`src/rtl/uart_loader_pkg.sv`:
```
// Shared types and constants for the UART boot loader: FSM state encoding,
// default acknowledge byte and the byte counts of the length and data fields.
package uart_loader_pkg;

    typedef enum logic [2:0] {
        ST_IDLE  = 3'd0,
        ST_LEN   = 3'd1,
        ST_DATA  = 3'd2,
        ST_WRITE = 3'd3,
        ST_ACK   = 3'd4,
        ST_DONE  = 3'd5,
        ST_ERR   = 3'd6
    } loader_state_t;

    localparam logic [7:0] ACK_BYTE_DEFAULT = 8'hAA;
    localparam int unsigned LEN_BYTES  = 4;
    localparam int unsigned WORD_BYTES = 4;

    // Big-endian accumulation: the earliest byte ends up in bits [31:24].
    function automatic logic [31:0] be_shift(input logic [31:0] acc, input logic [7:0] b);
        return {acc[23:0], b};
    endfunction

endpackage

```
`src/rtl/uart_word_assembler.sv`:
```
// Packs a byte stream into 32-bit big-endian words. word_valid_o is a
// combinational pulse in the cycle the final byte is presented.
module uart_word_assembler
    import uart_loader_pkg::*;
(
    input  logic        clk,
    input  logic        rstn,
    input  logic        clr_i,
    input  logic        byte_valid_i,
    input  logic [7:0]  byte_in_i,
    output logic [31:0] word_o,
    output logic        word_valid_o
);

    localparam logic [1:0] LAST_BYTE = 2'(WORD_BYTES - 1);

    logic [1:0]  cnt_q;
    logic [1:0]  cnt_d;
    logic [31:0] shreg_q;

    assign cnt_d        = cnt_q + 2'd1;
    assign word_o       = be_shift(shreg_q, byte_in_i);
    assign word_valid_o = byte_valid_i && (cnt_q == LAST_BYTE);

    always_ff @(posedge clk) begin
        if (!rstn || clr_i) begin
            cnt_q   <= 2'd0;
            shreg_q <= 32'd0;
        end else if (byte_valid_i) begin
            cnt_q   <= cnt_d;
            shreg_q <= word_o;
        end
    end

endmodule

```
`src/rtl/uart_loader.sv`:
```
// Boot loader: reads a 32-bit word count and that many words from uart_rx,
// writes them to instruction memory from address 0, then sends one ACK byte.
module uart_loader
    import uart_loader_pkg::*;
#(
    parameter int unsigned ADDR_W   = 15,
    parameter logic [7:0]  ACK_BYTE = ACK_BYTE_DEFAULT
) (
    input  logic              clk,
    input  logic              rstn,
    input  logic              start_i,
    input  logic [7:0]        rx_data_i,
    input  logic              rx_valid_i,
    input  logic              rx_ferr_i,
    input  logic              tx_busy_i,
    output logic [7:0]        tx_data_o,
    output logic              tx_start_o,
    output logic              imem_we_o,
    output logic [ADDR_W-1:0] imem_addr_o,
    output logic [31:0]       imem_wdata_o,
    output logic              busy_o,
    output logic              done_o,
    output logic              err_o,
    output loader_state_t     state_o
);

    localparam logic [32:0]     N_MAX   = 33'(1) << ADDR_W;
    localparam logic [ADDR_W:0] CNT_ONE = {{ADDR_W{1'b0}}, 1'b1};

    loader_state_t     state_q;
    logic [ADDR_W:0]   n_q;
    logic [ADDR_W:0]   wcnt_q;
    logic [ADDR_W:0]   wcnt_d;
    logic [ADDR_W-1:0] imem_addr_q;
    logic [31:0]       imem_wdata_q;
    logic              imem_we_q;
    logic [7:0]        tx_data_q;
    logic              tx_start_q;
    logic              busy_q;
    logic              done_q;
    logic              err_q;

    logic        byte_ok;
    logic [31:0] word;
    logic        word_valid;
    logic        n_too_big;

    // A byte that coincides with a framing error is dropped; the WRITE cycle
    // still accepts bytes so back-to-back words are not lost.
    assign byte_ok = rx_valid_i && !rx_ferr_i &&
                     ((state_q == ST_LEN) || (state_q == ST_DATA) || (state_q == ST_WRITE));

    assign wcnt_d    = wcnt_q + CNT_ONE;
    assign n_too_big = {1'b0, word} > N_MAX;

    uart_word_assembler u_asm (
        .clk          (clk),
        .rstn         (rstn),
        .clr_i        (state_q == ST_IDLE),
        .byte_valid_i (byte_ok),
        .byte_in_i    (rx_data_i),
        .word_o       (word),
        .word_valid_o (word_valid)
    );

    always_ff @(posedge clk) begin
        if (!rstn) begin
            state_q      <= ST_IDLE;
            n_q          <= '0;
            wcnt_q       <= '0;
            imem_addr_q  <= '0;
            imem_wdata_q <= 32'd0;
            imem_we_q    <= 1'b0;
            tx_data_q    <= 8'd0;
            tx_start_q   <= 1'b0;
            busy_q       <= 1'b0;
            done_q       <= 1'b0;
            err_q        <= 1'b0;
        end else begin
            imem_we_q  <= 1'b0;
            tx_start_q <= 1'b0;
            case (state_q)
                ST_IDLE: begin
                    if (start_i) begin
                        state_q     <= ST_LEN;
                        busy_q      <= 1'b1;
                        n_q         <= '0;
                        wcnt_q      <= '0;
                        imem_addr_q <= '0;
                    end
                end
                ST_LEN: begin
                    if (rx_ferr_i) begin
                        state_q <= ST_ERR;
                        busy_q  <= 1'b0;
                        err_q   <= 1'b1;
                    end else if (word_valid) begin
                        n_q <= word[ADDR_W:0];
                        if (n_too_big) begin
                            state_q <= ST_ERR;
                            busy_q  <= 1'b0;
                            err_q   <= 1'b1;
                        end else if (word == 32'd0) begin
                            state_q <= ST_ACK;
                        end else begin
                            state_q <= ST_DATA;
                        end
                    end
                end
                ST_DATA: begin
                    if (rx_ferr_i) begin
                        state_q <= ST_ERR;
                        busy_q  <= 1'b0;
                        err_q   <= 1'b1;
                    end else if (word_valid) begin
                        state_q      <= ST_WRITE;
                        imem_we_q    <= 1'b1;
                        imem_wdata_q <= word;
                        imem_addr_q  <= wcnt_q[ADDR_W-1:0];
                    end
                end
                // The address register keeps the last written index, so it
                // never wraps even when N fills the whole memory.
                ST_WRITE: begin
                    wcnt_q  <= wcnt_d;
                    state_q <= (wcnt_d == n_q) ? ST_ACK : ST_DATA;
                end
                ST_ACK: begin
                    if (tx_start_q) begin
                        state_q <= ST_DONE;
                        busy_q  <= 1'b0;
                        done_q  <= 1'b1;
                    end else if (!tx_busy_i) begin
                        tx_start_q <= 1'b1;
                        tx_data_q  <= ACK_BYTE;
                    end
                end
                ST_DONE: state_q <= ST_DONE;
                ST_ERR:  state_q <= ST_ERR;
                default: begin
                    state_q <= ST_IDLE;
                    busy_q  <= 1'b0;
                    done_q  <= 1'b0;
                    err_q   <= 1'b0;
                end
            endcase
        end
    end

    assign tx_data_o    = tx_data_q;
    assign tx_start_o   = tx_start_q;
    assign imem_we_o    = imem_we_q;
    assign imem_addr_o  = imem_addr_q;
    assign imem_wdata_o = imem_wdata_q;
    assign busy_o       = busy_q;
    assign done_o       = done_q;
    assign err_o        = err_q;
    assign state_o      = state_q;

endmodule

```
`config.mk`:
```
export PLATFORM = sky130hd
export DESIGN_NAME = uart_loader
export DESIGN_NICKNAME = d
export VERILOG_FILES = /design/src/rtl/uart_loader_pkg.sv /design/src/rtl/uart_word_assembler.sv /design/src/rtl/uart_loader.sv
export SDC_FILE = /design/constraint.sdc
export NUM_CORES = 1
export LEC_CHECK = 0
export ABC_AREA = 1
export BUFFER_PORTS_ARGS = -buffer_cell sky130_fd_sc_hd__buf_2
export CORE_UTILIZATION = 57
export CTS_BUF_LIST = sky130_fd_sc_hd__clkbuf_16
export CTS_CLUSTER_DIAMETER = 60
export DETAILED_ROUTE_END_ITERATION = 12
export GPL_TIMING_DRIVEN = 0
export HOLD_SLACK_MARGIN = 0.15
export PLACE_DENSITY = 0.88
export SYNTH_ARGS = -nofsm -noshare
export SYNTH_HDL_FRONTEND = slang
export SYNTH_SLANG_ARGS = --single-unit
```
`constraint.sdc`:
```
create_clock -name clk -period 2.1 [get_ports clk]
set_input_delay 0.21 -clock clk [delete_from_list [all_inputs] [get_ports clk]]
set_output_delay 0.21 -clock clk [all_outputs]
set_load 0.01 [all_outputs]
```
-- After elaboration in Yosys (flattened, before gate mapping)
Index checks and enable logic that the tools add are counted.
- $add $sub $neg: 2
- magnitude comparators: 1
- equality and inequality tests: 18
- mux-type cells: 35
- bitwise operators: 9
- reductions and logical operators: 27
- operator list (cell ; number):
    $pmux 16 s2 ; 2
    $mux 16 ; 3
    $mux 15 ; 3
    $gt 32x16->1 const B ; 1
    $logic_not 32->1 ; 1
    $pmux 15 s2 ; 1
    $mux 3 ; 9
    $pmux 3 s7 ; 1
    $add 16x1->16 const B ; 1
    $eq 16x16->1 ; 1
    $reduce_and 4->1 ; 4
    $mux 1 ; 13
    $ne 2x2->1 const B ; 5
    $eq 3x3->1 const B ; 3
    $not 1->1 ; 9
    $reduce_or 3->1 ; 3
    $eq 3x2->1 const B ; 2
    $ne 3x2->1 const B ; 2
    $reduce_and 3->1 ; 2
    $reduce_and 6->1 ; 1
    $reduce_bool 2->1 ; 3
    $reduce_or 6->1 ; 1
    $pmux 1 s5 ; 1
    $reduce_or 5->1 ; 1
    12 further kinds ; 19
- register bits: 114
- input port bits: 14
- output and inout port bits: 63
- logic and storage cells: 105

-- Longest topological paths before layout
Gate-level depths: netlist (run 1).
- depth in word-level cells: 8
- depth in mapped cells: 16
- depth with buffers taken out: 16

-- Cells and area by module
A second synthesis (run 1) with hierarchy kept.
- cell total of the unflattened synthesis: 779
- area total of the unflattened synthesis: 5492.8 um^2
- modules (own cells, without submodules) (module ; times used ; cells each ; area each (um^2) ; sequential area each (um^2)):
    uart_loader ; 1 ; 652 ; 4327.9 ; 1761.7
    uart_word_assembler ; 1 ; 127 ; 1164.9 ; 520.5

-- Least setup slack after synthesis (run 1)
Ideal clock, no wire load.
- path kind: register to register
- from: register wcnt_q[0]
- to: register state_q[1] (netlist: state_o[1])
- library setup time: 0.132 ns
- arrival: 1.603 ns
- data required time: 1.968 ns
- path slack: 0.364 ns
- stages on the path, launching flop included: 15
- buffers on the path: 0
- period minus slack after synthesis: 1.736 ns
- cells stage by stage: dfxtp_1 -> ha_1 -> nand2_2 -> nor2_8 -> nand4_1 -> nand2_1 -> nand2_1 -> nand2_1 -> nand2_1 -> nor2_1 -> nand3_1 -> nand2_1 -> nand2_1 -> nand2_1 -> a21oi_1
- cells in the longest elaborated chain, start to end: 4
- ends and longest elaborated chain (what ; line ; text):
    from (decl) ; uart_loader.sv:32 ; logic [ADDR_W:0] wcnt_q;
    from (signal assigned) ; uart_loader.sv:125 ; wcnt_q <= wcnt_d;
    $add 16x1->16 ; uart_loader.sv:53 ; assign wcnt_d = wcnt_q + CNT_ONE;
    $eq 16x16->1 ; uart_loader.sv:126 ; state_q <= (wcnt_d == n_q) ? ST_ACK : ST_DATA;
    $mux 3 ; uart_loader.sv:126 ;
    $pmux 3 s7 ; uart_loader.sv:82 ; case (state_q)
    to (signal assigned) ; uart_loader.sv:126 ;
    to (decl) ; uart_loader.sv:30 ; loader_state_t state_q;
No other way between the ends.
A chain may end at the register's enable or synchronous reset.

-- Worst setup path after layout (run 1)
- from: register state_q[1] (netlist: state_o[1])
- to: register imem_wdata_q[3] (netlist: imem_wdata_o[3])
- cells in the longest elaborated chain, start to end: 6
- elaborated cells between the ends (all ways): 8
- classes of those cells: eq/ne (3); reduce/logical (5)
- ends and longest elaborated chain (what ; line ; text):
    $eq 3x1->1 or $eq 3x2->1 (tied branches) ; uart_loader.sv:51, uart_loader.sv:82 ;
    $logic_or 1x1->1 (2 in a row) ; uart_loader.sv:51 ; ((state_q == ST_LEN) || (state_q == ST_DATA) || (state_q == ST_WRITE));
    $logic_and 1x1->1 ; uart_loader.sv:50 ; assign byte_ok = rx_valid_i && !rx_ferr_i &&
    $logic_and 1x1->1 ; uart_word_assembler.sv:23 ; assign word_valid_o = byte_valid_i && (cnt_q == LAST_BYTE);
    $reduce_and 3->1 (no line) (*) ; -- ;
    to (signal assigned) ; uart_loader.sv:118 ; imem_wdata_q <= word;
    to (decl) ; uart_loader.sv:35 ; logic [31:0] imem_wdata_q;
Every way passes the cells marked *; elsewhere a longest branch is shown, timed or not.

==> results by stage, run 1 <==
STA:
- The worst path in the final design needs a cycle of 2.01 ns, including I/O delays and setup.
- The max-slew violation count is 0.
- Setup repair after global routing could not meet its margin everywhere.
- Of the available clock period, the critical path in the final layout requires 95.9%.
- Static timing analysis puts the maximum clock frequency at between 400 and 500 MHz.
- For the pin with the worst max-slew slack, the measured transition is 0.652 ns.
- Setup violations remaining at the end of the flow were counted as 0.
- The clock arrives with 0.00919 ns of skew.
- The number of hold-slack violations in the final timing report was 0.
- The worst path meets setup with 0.0860 ns of slack.
- The normalized max-slew margin is ~57%.

Yosys:
- The sequential fraction of the synthesis area is 42.4%.
- In the synthesized netlist the dominant register cell turns out to be sky130_fd_sc_hd__dfxtp_1.
- The number of register bits inferred by synthesis is 114.
- In the synthesized netlist the async set-or-reset flop fraction comes to 0%.
- Counting flops with a built-in enable in the synthesized netlist gives 0.
- The summed instance area of the synthesized netlist is 5380 um2.
- The average cell area after synthesis is 7.02 um2.
- After technology mapping, the gate count stands at 767.
- The total number of yosys warnings is 0.
- The count of cell types in the netlist is 37.

GRT:
- The maximum number of pins on one net before global-route repair is 17.
- The global-route usage over all layers is 32.5%.
- The final global-route overflow total is 0.
- The global-route wire length before repair is ~25 mm.
- The number of global-route vias before repair is between 5k and 6k.
- The initial antenna violation count is 0.

Clock network:
- Clock tree synthesis inserted a total of 17 buffers.
- The tree is rooted in a sky130_fd_sc_hd__clkbuf_16.
- The clock net in this run drives a total of 114 sinks.
- The maximum count of clock buffers along a single path is 2.
- The clock-pin slew on the worst setup and hold paths is 0.05 ns.
- TritonCTS built the clock tree.
- At the later pin of the worst-skew pair, clock insertion delay measures 0.42 ns.
- The clock tree synthesis step divided the H-tree into 4 levels.

Layout:
- The number of antenna diodes is 0.
- The filler cell count is ~750.
- The area added between synthesis and finish is 23.6%.
- In the final design database the tool counted 891 nets.
- The ratio of cells with drive above 1 in the final layout is 19.3%.

Critical path:
- STA classifies the critical path endpoint as a flip-flop.
- The worst setup path is of the reg2reg kind.
- The critical path data arrival time is roughly 2.4 ns.
- The worst endpoint required time is ~2.4 ns.
- Of all nets on the critical path, the largest fanout is 10.
- The critical path launch point type is a flip-flop.

Floorplan:
- The die covers approximately 9800 um2.
- Row generation in the floorplan step produced 35 rows.
- In this run the standard cell core region covers 9200 um2.
- Measured along the x axis, the die boundary spans 99.2 um.
- The height of the die is 99.2 um.
- The top-level I/O count is 77.
- The starting density of the core is 58.5%.

Hold path:
- The path category of the worst min-delay check is in2reg.

Placement:
- The count of input and output buffers is 72.
- The pre-CTS worst setup slack is -0.103 ns.
- The placer's final routability congestion estimate is between 0.9 and 1.
- Detailed placement ended at an HPWL of roughly 11 mm.

Power and ir drop:
- For this design the ratio of total power to cell area is 1080 nW/um2.
- For this design the static power due to leakage is between 2 and 3 nW.
- The total power draw is 7.20 mW.
- The highest ir drop seen on vdd is 704 uV.

Routing:
- The total vias in the final route is 5,662.
- The detailed-route wire length is 15.7 mm.
- The pre-antenna-repair detailed-routing pass consisted of 6 iterations.
- The via density per instance is 5.67.
- The DRC marker count from the first detailed-route iteration is approximately 440.
- The wire length per cell after detailed routing is 15.7 um.
- The count of antenna-violating nets left after detailed routing is 0.
- The number of remaining DRC errors is 0.

Job:
- The total of max-cap violations is 0.

Run status:
- The flow ran to the end, and the final reports show no timing, DRC or antenna violations.
cells in the final DEF (no fill, tap or decap), types with 13 or more instances in the layout:
master                      Yosys  layout
sky130_fd_sc_hd__clkbuf_16      0      17
sky130_fd_sc_hd__o21ai_0       21      21
sky130_fd_sc_hd__inv_1         65      66
sky130_fd_sc_hd__nand2_1      175     175
sky130_fd_sc_hd__a211oi_1      13      13
sky130_fd_sc_hd__buf_2         15      82
sky130_fd_sc_hd__nor2_1        45      44
sky130_fd_sc_hd__a21oi_1      111     111
sky130_fd_sc_hd__clkbuf_1      20      18
sky130_fd_sc_hd__nand4_1       13      13
sky130_fd_sc_hd__dfxtp_1      114     107
sky130_fd_sc_hd__nand3_1      119     117
metal layers:
layer / up-vias / global-route usage, % / wire (um) / share of wire [%]
li1: 2767 / - / - / -
met1: 2538 / 39.0 / 6150 / 39
met2: 300 / 54.4 / 7510 / 48
met3: 57 / 8.01 / 1430 / 9.1
met4: 0 / 16.1 / 565 / 3.6
met5: - / 0 / 0 / 0
sequential cells by signal (all words and copies together) (netlist names):
register and cells:
u_asm.shreg_q 24, tx_start_o 1, err_o 1, busy_o 1
wcnt_q 16, imem_wdata_o 32, n_q 16, u_asm.cnt_q 2
state_o 3, imem_addr_o 15, imem_we_o 1, done_o 1
tx_data_o 1
kinds of logic (layout without fill, tap and decap cells):
| group | after synthesis | after routing | synth area share [%] |
|---|---|---|---|
| AO/OA/AOI/OAI | 152 | 152 | 15.1 |
| XOR/XNOR | 4 | 4 | 0.906 |
| adder cells (fa/ha/maj) | 2 | 2 | 0.465 |
| buffers and inverters | 117 | 235 | 9.64 |
| flip-flops | 114 | 114 | 42.4 |
| other | 1 | 4 | 0.0697 |
| AND/OR/NAND/NOR | 377 | 377 | 31.4 |
worst paths after layout:
kind                            from  cells after the start                            to  slack, ns
max          state_o[1]$_SDFFE_PN0P_                      8  imem_wdata_o[3]$_SDFFE_PN0P_       0.09
min                        rx_ferr_i                      4       state_o[0]$_SDFFE_PN0P_       0.23
max reg2reg  state_o[1]$_SDFFE_PN0P_                      8  imem_wdata_o[3]$_SDFFE_PN0P_       0.09
min reg2reg       err_o$_SDFFE_PN0P_                      2            err_o$_SDFFE_PN0P_       0.44
power breakdown:
part | switching, mW | internal [mW]
combinational | 1.38 | 0.659
clock | 1.06 | 1.61
sequential | 0.151 | 2.34
total | 2.59 | 4.61
cell usage after synthesis, types with 2 or more instances:
| library cell | n | area (um2) |
|---|---|---|
| sky130_fd_sc_hd__clkbuf_1 | 20 | 75.1 |
| sky130_fd_sc_hd__clkinv_1 | 2 | 7.51 |
| sky130_fd_sc_hd__nand4_1 | 13 | 81.3 |
| sky130_fd_sc_hd__nor2_1 | 45 | 169 |
| sky130_fd_sc_hd__a211oi_1 | 13 | 97.6 |
| sky130_fd_sc_hd__ha_1 | 2 | 25.0 |
| sky130_fd_sc_hd__inv_2 | 3 | 11.3 |
| sky130_fd_sc_hd__a21oi_2 | 2 | 17.5 |
| sky130_fd_sc_hd__buf_2 | 15 | 75.1 |
| sky130_fd_sc_hd__o21ai_1 | 2 | 10.0 |
| sky130_fd_sc_hd__or2_2 | 2 | 12.5 |
| sky130_fd_sc_hd__clkbuf_8 | 2 | 27.5 |
| sky130_fd_sc_hd__xor2_1 | 2 | 17.5 |
| sky130_fd_sc_hd__inv_1 | 65 | 244 |
| sky130_fd_sc_hd__nand2_2 | 11 | 68.8 |
| sky130_fd_sc_hd__nand3_1 | 119 | 596 |
| sky130_fd_sc_hd__nor2_4 | 3 | 33.8 |
| sky130_fd_sc_hd__a21oi_1 | 111 | 556 |
| sky130_fd_sc_hd__buf_4 | 7 | 52.6 |
| sky130_fd_sc_hd__nand2_1 | 175 | 657 |
| sky130_fd_sc_hd__nor4_1 | 2 | 12.5 |
| sky130_fd_sc_hd__buf_6 | 2 | 22.5 |
| sky130_fd_sc_hd__o21ai_0 | 21 | 105 |
| sky130_fd_sc_hd__nand3b_1 | 2 | 15.0 |
| sky130_fd_sc_hd__dfxtp_1 | 114 | 2280 |
worst max-delay path, cell delays in order, from the launching register on:
cell                      delay, ns
sky130_fd_sc_hd__dfxtp_2       0.38
sky130_fd_sc_hd__inv_1         0.07
sky130_fd_sc_hd__nor2_1        0.20
sky130_fd_sc_hd__nand2_1       0.13
sky130_fd_sc_hd__nor2_1        0.28
sky130_fd_sc_hd__buf_2         0.33
sky130_fd_sc_hd__buf_2         0.27
sky130_fd_sc_hd__nand3_1       0.10
sky130_fd_sc_hd__a21oi_1       0.18
per-stage QoR:
step	utilization (%)	setup TNS (ns)	std cells	instance area [um2]	hold slack (ns)
final	72.4	0	999	6650	0.235
after global routing	72.4	-0.208	999	6650	0.277
after CTS	71.3	0	995	6560	0.197
after detailed placement	64.1	-0.145	953	5890	0.442
after global placement	64.1	-0.0983	953	5890	0.433
after floorplan	-	0	770	5400	0.323
final cells by class:
cell class / instances / area, um2 / area share, %
buffer: 47 / 272 / 4.08
clock buffer: 17 / 425 / 6.39
clock inverter: 15 / 124 / 1.86
inverter: 70 / 263 / 3.95
multi-input combinational: 539 / 2640 / 39.6
sequential: 114 / 2290 / 34.5
tap: 111 / 139 / 2.09
timing repair buffer: 86 / 503 / 7.56
repair_timing:
item / in CTS / in global routing
pin swaps: 0 / 2
setup endpoints to repair: 10 / 80
setup buffers: 0 / 4
hold buffers: 10 / 0
cloned: 0 / 0
endpoints found under the hold margin: 21 / 0
resized for setup: 5 / 23
No activity file was read; power rests on OpenSTA's default activity.
==> inputs of run 2 (changes only) <==
--- a/config.mk
+++ b/config.mk
@@ -7,13 +7,14 @@
 export LEC_CHECK = 0
 export ABC_AREA = 1
 export BUFFER_PORTS_ARGS = -buffer_cell sky130_fd_sc_hd__buf_2
-export CORE_UTILIZATION = 57
+export CORE_UTILIZATION = 54
 export CTS_BUF_LIST = sky130_fd_sc_hd__clkbuf_16
 export CTS_CLUSTER_DIAMETER = 60
 export DETAILED_ROUTE_END_ITERATION = 12
 export GPL_TIMING_DRIVEN = 0
 export HOLD_SLACK_MARGIN = 0.15
-export PLACE_DENSITY = 0.88
+export PLACE_DENSITY = 0.85
+export RECOVER_POWER = 50
 export SYNTH_ARGS = -nofsm -noshare
 export SYNTH_HDL_FRONTEND = slang
 export SYNTH_SLANG_ARGS = --single-unit
==> run 2 against run 1 <==
Net effect:
- first-iteration DRC count decreased by 16%
- worst setup slack improved by 0.040 ns
- count of clock-buffer cells in the layout unchanged
- utilization decreased by 4.4 points
- register-to-register slack improved by 0.04 ns
- sequential power about the same
- non-clock buffer count decreased by 3
- via count decreased by 1.1%
- critical path depth increased by 3
- global-route usage decreased by 1.5 points
- clock power increased by 8.2%
==> results by stage, run 2 (same netlist as run 1, synthesis figures left out) <==
Floorplan:
- The die area is 10,400 um2 (+5.4%).
- The placeable core area is 9730 um2 (+5.8%).
- The height of the die came to 102 um (+2.7%).
- The top-level I/O count is 77 (unchanged).
- The die width is 102 um (+2.7%).
- The starting density of the core came to 55.3% (-3.2 points).
- The total number of placement rows is 36 (+2.9%).

Routing:
- The total vias in the final route is 5,599 (-1.1%).
- The length of the first detailed-routing pass in iterations is 5 (-1).
- The via density per instance came to 5.49 (-3.1%).
- The wire length per cell after detailed routing is 15.2 um (-3.0%).
- The DRC marker count from the first detailed-route iteration is 375 (-16%).
- The detailed-route wire length is 15.5 mm (-1.0%).
- The number of remaining DRC errors is 0 (unchanged).
- The count of antenna-violating nets left after detailed routing is 0 (unchanged).

Critical path:
- The critical path data arrival time is 2.32 ns (-0.03 ns).
- The maximum fanout along the worst path was 10 (unchanged).
- The source of the worst register-to-register timing path is state_o[0]$_SDFFE_PN0P_.
- In this run the critical register-to-register path is captured at imem_wdata_o[5]$_SDFFE_PN0P_.
- The worst endpoint required time is 2.45 ns (about the same).
- The critical path launch point type is a flip-flop.
- The category of the worst setup path capture point is a flip-flop.
- The class of the most critical setup path is reg2reg.
- The depth of the worst register-to-register path was 11 (+3).
- The register-to-register path setup slack is 0.13 ns (+0.04 ns).

Clock network:
- The CTS buffer count is 17 (unchanged).
- The clock latency on the worst-skew pair was 0.42 ns (about the same).
- The clock-pin slew on the worst setup and hold paths is 0.06 ns (about the same).
- The H-tree depth reported by CTS came to 4 (unchanged).
- The maximum count of clock buffers along a single path is 2 (unchanged).
- The clock sink count is 114 (unchanged).
- The TritonCTS clock tree is yes.
- The root buffer selected by CTS is sky130_fd_sc_hd__clkbuf_16.

GRT:
- The global-route wire length before repair came to 24.5 mm (-0.84%).
- The maximum number of pins on one net before global-route repair is 17 (unchanged).
- The number of global-route vias before repair is 5,180 (+0.80%).
- The final global-route overflow total was 0 (unchanged).
- The initial antenna violation count is 0 (unchanged).
- The global-route usage over all layers is 31.0% (-1.5 points).

Job:
- The total of max-cap violations is 0 (unchanged).

Hold path:
- The worst hold path cell count is 4 (unchanged).
- The path class of the tightest hold or removal check is in2reg.
- The end point of the worst hold path is state_o[0]$_SDFFE_PN0P_.
- The worst min-delay path startpoint is rx_ferr_i.

Layout:
- The top cell types in the final layout, fill and taps aside, are sky130_fd_sc_hd__nand2_1 (175), sky130_fd_sc_hd__nand3_1 (118), sky130_fd_sc_hd__a21oi_1 (111).
- The number of flip-flops under the largest register name is 32 (unchanged).
- The area added between synthesis and finish is 22.8%.
- The ratio of cells with drive above 1 in the final layout was 12.4% (-6.8 points).
- The cell area after layout is 6610 um2 (-0.66%).
- The number of nets in the final layout came to 889 (-0.22%).
- The filler cell count is 869 (+15%).
- The number of antenna diodes is 0 (unchanged).
- The library cell used most frequently in the layout, excluding fill and tap cells, is sky130_fd_sc_hd__nand2_1.

STA:
- The normalized max-slew margin is 59.2% (+2.7 points).
- The number of hold-slack violations in the final timing report was 0 (unchanged).
- The smallest hold slack is 0.215 ns (-0.0194 ns).
- The max-slew violation count is 0 (unchanged).
- The transition time at the pin with the least slew margin is 0.612 ns (-0.0400 ns).
- The final clock skew is 0.0103 ns (+0.00111 ns).
- The upper clock frequency limit is 507 MHz (+2.0%).
- The count of endpoints failing setup in the final report was 0 (unchanged).
- The portion of the clock cycle consumed by the worst path in the final layout is 94.0% (-1.9 points).
- The time the final worst path needs with I/O delays and setup was 1.97 ns (-0.0403 ns).

Run status:
- The run finished with clean final reports.

Placement:
- The count of input and output buffers is 72 (unchanged).
- The placed wire-length estimate is 10.7 mm (about the same).
- The post-detailed-placement cell area was 5920 um2 (+0.47%).
- The placer's final routability congestion estimate is 0.956 (-3.1%).

Power and ir drop:
- The highest ir drop seen on vdd was 588 uV (-16%).
- The power density over the cells is 1110 nW/um2 (+2.5%).
- The cell leakage power is 2.54 nW (-9.7%).
## run 2: routing by layer
| metal | share of wire, % | wire (um) | GRT usage (%) |
|---|---|---|---|
| met1 | 40 | 6260 | 37.8 |
| met2 | 47 | 7350 | 51.4 |
| met3 | 8.1 | 1260 | 6.29 |
| met4 | 4.1 | 641 | 17.1 |
| met5 | 0 | 0 | 0 |
## run 2: layout make-up
| class | count | area, um2 | share of cell area [%] |
|---|---|---|---|
| multi-input combinational | 540 | 2650 | 40.0 |
| clock inverter | 15 | 159 | 2.40 |
| clock buffer | 17 | 425 | 6.44 |
| timing repair buffer | 83 | 397 | 6.00 |
| tap | 133 | 166 | 2.52 |
| sequential | 114 | 2290 | 34.7 |
| buffer | 47 | 263 | 3.98 |
| inverter | 70 | 263 | 3.98 |
## run 2: through the flow
stage          instances  power (mW)  worst slack [ns]  util (%)  setup TNS [ns]
3_5_place_dp         975        4.39           -0.0586      60.9          -0.102
3_3_place_gp         975        4.39           -0.0369      60.9         -0.0369
6_report            1019        7.33             0.126      67.9               0
2_1_floorplan        770        3.90             0.364         -               0
5_1_grt             1019        7.69           -0.0256      67.9         -0.0256
4_1_cts             1017        7.28            0.0222      68.0               0
## run 2: how the worst max path moves through the flow
stage	startpoint	endpoint	slack [ns]	depth (start not counted)
after floorplan	wcnt_q[0]$_SDFFE_PN0P_	state_o[1]$_SDFFE_PN0P_	0.36	14
after global placement	wcnt_q[0]$_SDFFE_PN0P_	state_o[2]$_SDFFE_PN0P_	-0.04	15
after detailed placement	wcnt_q[0]$_SDFFE_PN0P_	state_o[2]$_SDFFE_PN0P_	-0.06	15
after CTS	wcnt_q[0]$_SDFFE_PN0P_	state_o[2]$_SDFFE_PN0P_	0.02	15
after global routing	wcnt_q[7]$_SDFFE_PN0P_	state_o[2]$_SDFFE_PN0P_	-0.03	12
final	state_o[0]$_SDFFE_PN0P_	imem_wdata_o[5]$_SDFFE_PN0P_	0.13	11
## run 2: what timing repair did
action | CTS | global route
setup endpoints to repair | 2 | 44
cloned | 0 | 1
buffers inserted | 0 | 1
resized for setup | 2 | 22
hold endpoints to repair | 21 | 0
pin swaps | 0 | 2
hold buffers | 10 | 0
## run 2: worst max-delay path, cell delays in order, from the launching register on
cell,delay (ns)
sky130_fd_sc_hd__dfxtp_1,0.35
sky130_fd_sc_hd__nor2_1,0.15
sky130_fd_sc_hd__inv_1,0.10
sky130_fd_sc_hd__nand3_1,0.16
sky130_fd_sc_hd__inv_2,0.08
sky130_fd_sc_hd__nand2_1,0.14
sky130_fd_sc_hd__inv_2,0.09
sky130_fd_sc_hd__nand2_1,0.10
sky130_fd_sc_hd__clkbuf_4,0.23
sky130_fd_sc_hd__buf_2,0.27
sky130_fd_sc_hd__nand2_1,0.08
sky130_fd_sc_hd__a21oi_1,0.15
## run 2: power by group
part           total (mW)  switching, mW  internal [mW]
Clock                2.89           1.20           1.69
Sequential           2.48          0.145           2.34
Combinational        1.96           1.32          0.638
==> inputs of run 3 (changes only) <==
--- a/config.mk
+++ b/config.mk
@@ -7,6 +7,7 @@
 export LEC_CHECK = 0
 export ABC_AREA = 1
 export BUFFER_PORTS_ARGS = -buffer_cell sky130_fd_sc_hd__buf_2
+export CORE_MARGIN = 3
 export CORE_UTILIZATION = 54
 export CTS_BUF_LIST = sky130_fd_sc_hd__clkbuf_16
 export CTS_CLUSTER_DIAMETER = 60
==> run 3 against run 2 <==
Net effect:
- non-clock buffer count rose by 3
- wire length increased by 2.8%
- combinational power increased by 3%
- flip-flop and latch count unchanged
- count of clock-buffer cells in the layout is the same
- final area grew 0.87%
- sequential power barely moved
- worst setup slack worse by 0.031 ns
- clock skew is 0.0039 ns lower
- die area is 8.0% higher
- worst hold slack improved by 0.00052 ns
- sequential share of layout area is 0.21 points lower
- critical endpoint is now state_o[1]$_SDFFE_PN0P_
==> results by stage, run 3 (same netlist as run 1, synthesis figures left out) <==
Run status:
- The flow ran to the end, and the final reports show no timing, DRC or antenna violations.

Clock network:
- The CTS buffer count is 17 (unchanged).
- The root buffer selected by CTS is sky130_fd_sc_hd__clkbuf_16.
- The H-tree depth reported by CTS was 4 (unchanged).
- The clock sink count is 114 (unchanged).
- The TritonCTS clock tree is yes.
- The clock latency on the worst-skew pair came to 0.41 ns (about the same).
- The clock-pin slew on the worst setup and hold paths is 0.06 ns (about the same).
- The maximum count of clock buffers along a single path is 2 (unchanged).

STA:
- The total negative setup slack was 0 ns (unchanged).
- The number of hold-slack violations in the final timing report is 0 (unchanged).
- The normalized max-slew margin is 55.9% (-3.3 points).
- The setup slack of the critical path after layout is 0.0953 ns (-0.0310 ns).
- The transition time at the pin with the least slew margin came to 0.661 ns (+0.0489 ns).
- The smallest hold slack is 0.216 ns (+0.000523 ns).
- The count of endpoints failing setup in the final report came to 0 (unchanged).
- The portion of the clock cycle consumed by the worst path in the final layout was 95.5% (+1.5 points).
- The final clock skew is 0.00644 ns (-0.00386 ns).
- The time the final worst path needs with I/O delays and setup is 2.00 ns (+0.0310 ns).
- The max-slew violation count is 0 (unchanged).
- The upper clock frequency limit is 499 MHz (-1.5%).
- Setup repair after global routing could not meet its margin everywhere.

Layout:
- In the layout the commonest cells are sky130_fd_sc_hd__nand2_1 (172), sky130_fd_sc_hd__nand3_1 (117), sky130_fd_sc_hd__a21oi_1 (111).
- From synthesis to final layout, the design area changed by 23.8%.
- The ratio of cells with drive above 1 in the final layout is 14.3% (+1.9 points).
- The filler cell count is 765 (-12%).
- The number of nets in the final layout is 891 (+0.22%).
- The most common cell after layout, fill and taps aside is sky130_fd_sc_hd__nand2_1.
- The register area is 2300 um2 (+0.27%).
- The number of flip-flops under the largest register name was 32 (unchanged).
- The number of antenna diodes is 0 (unchanged).
- The multi-input gate area in the final layout is 2640 um2 (-0.24%).

Floorplan:
- The starting density of the core is 56.9% (+1.6 points).
- The die area came to 11,200 um2 (+8.0%).
- The height of the die is 106 um (+3.9%).
- The die width is 106 um (+3.9%).
- The top-level I/O count is 77 (unchanged).
- The placeable core area is 9460 um2 (-2.8%).
- The total number of placement rows was 35 (-2.8%).

Routing:
- The total vias in the final route is 5,681 (+1.5%).
- The wire length per cell after detailed routing was 15.7 um (+3.0%).
- The number of remaining DRC errors is 0 (unchanged).
- The detailed-route wire length is 15.9 mm (+2.8%).
- The DRC marker count from the first detailed-route iteration came to 455 (+21%).
- The count of antenna-violating nets left after detailed routing is 0 (unchanged).
- The length of the first detailed-routing pass in iterations is 5 (unchanged).
- The via density per instance came to 5.59 (+1.7%).

GRT:
- The maximum number of pins on one net before global-route repair is 17 (unchanged).
- The number of global-route vias before repair is 5,238 (+1.1%).
- The global-route wire length before repair is 24.9 mm (+1.6%).
- The final global-route overflow total was 0 (unchanged).
- The global-route usage over all layers is 27.8% (-3.2 points).
- The initial antenna violation count is 0 (unchanged).

Power and ir drop:
- The highest ir drop seen on vdd is 583 uV (-0.95%).
- The cell leakage power is 2.61 nW (+3.1%).
- The power density over the cells is 1120 nW/um2 (+0.75%).

Critical path:
- The count of buffering cells on the critical path with inverters included was 1 (-4).
- The worst setup path is captured at a flip-flop.
- The worst setup path is of the reg2reg kind.
- The worst endpoint required time was 2.37 ns (-0.08 ns).
- The cell that appears most often on the critical path is sky130_fd_sc_hd__nand2_1.
- The largest incremental delay on the critical path was 0.39 ns (+0.04 ns).
- The dominant delay contributor by cell family on the critical path is simple AND/OR/NAND/NOR gates.
- The maximum fanout along the worst path is 5 (-5).
- The critical path data arrival time is 2.27 ns (-0.05 ns).
- The critical path launch point type is a flip-flop.
- Traced cell by cell, the critical path runs through ha_4 -> nand2_4 -> nor2_8 -> buf_12 -> nand4_1 -> nand2_1 -> nand2_1 -> nand2_1 -> nand2_1 -> nor2_1 -> nand3_1 -> nand2_1 -> nand2_1 -> nand2_1 -> a21oi_1.
- The slowest stage of the critical path belongs to the cell sky130_fd_sc_hd__dfxtp_2.
- The register-to-register path setup slack came to 0.1 ns (-0.03 ns).

Hold path:
- The path category of the worst min-delay check is in2reg.

Placement:
- The pre-CTS worst setup slack was -0.0251 ns (+0.0335 ns).
- The placed wire-length estimate is 10.7 mm (+0.59%).
- The placer's final routability congestion estimate is 0.936 (-2.1%).
- The count of input and output buffers is 72 (unchanged).

Job:
- The total of max-cap violations is 0 (unchanged).
[run 3: per-layer routing]
layer / track usage (%) / wire length (um)
met5: 0 / 0
met4: 11.0 / 408
met3: 5.51 / 1330
met2: 47.4 / 7700
met1: 34.3 / 6500
[run 3: what timing repair did]
| item | CTS | global route |
|---|---|---|
| setup buffers | 0 | 4 |
| setup endpoints to repair | 3 | 56 |
| hold buffers | 10 | 0 |
| hold endpoints to repair | 21 | 0 |
| pin swaps | 0 | 2 |
| resized for setup | 2 | 35 |
[run 3: final timing paths]
kind | startpoint | end | cells after the start
worst max-delay path | wcnt_q[1]$_SDFFE_PN0P_ | state_o[1]$_SDFFE_PN0P_ | 15
worst min register to register | err_o$_SDFFE_PN0P_ | err_o$_SDFFE_PN0P_ | 2
worst max register to register | wcnt_q[1]$_SDFFE_PN0P_ | state_o[1]$_SDFFE_PN0P_ | 15
worst min-delay path | rx_ferr_i | state_o[0]$_SDFFE_PN0P_ | 4
[run 3: layout make-up]
cell class	instances	share of cell area (%)
multi-input combinational	539	39.6
sequential	114	34.5
timing repair buffer	86	6.57
clock buffer	17	6.38
buffer	47	4.09
inverter	70	3.94
clock inverter	15	2.55
tap	129	2.42
[run 3: where the power goes]
group / internal, mW / switching [mW]
logic: 0.657 / 1.36
registers: 2.34 / 0.143
clock network: 1.79 / 1.16
[run 3: worst reg2reg max path: cells and delay by family (launching register included)]
family          cells  cell delay (ns)
buf+inv             1             0.12
fa+ha+maj           1             0.17
simple gates       12             1.13
compound gates      1             0.07
flops               1             0.39
[run 3: through the flow]
step,util [%],instance area (um2),instances,power [mW]
2_1_floorplan,-,5400,770,3.90
3_3_place_gp,62.6,5920,971,4.38
3_5_place_dp,62.6,5920,971,4.40
4_1_cts,69.9,6620,1013,7.36
5_1_grt,70.5,6670,1017,7.79
6_report,70.5,6670,1017,7.45
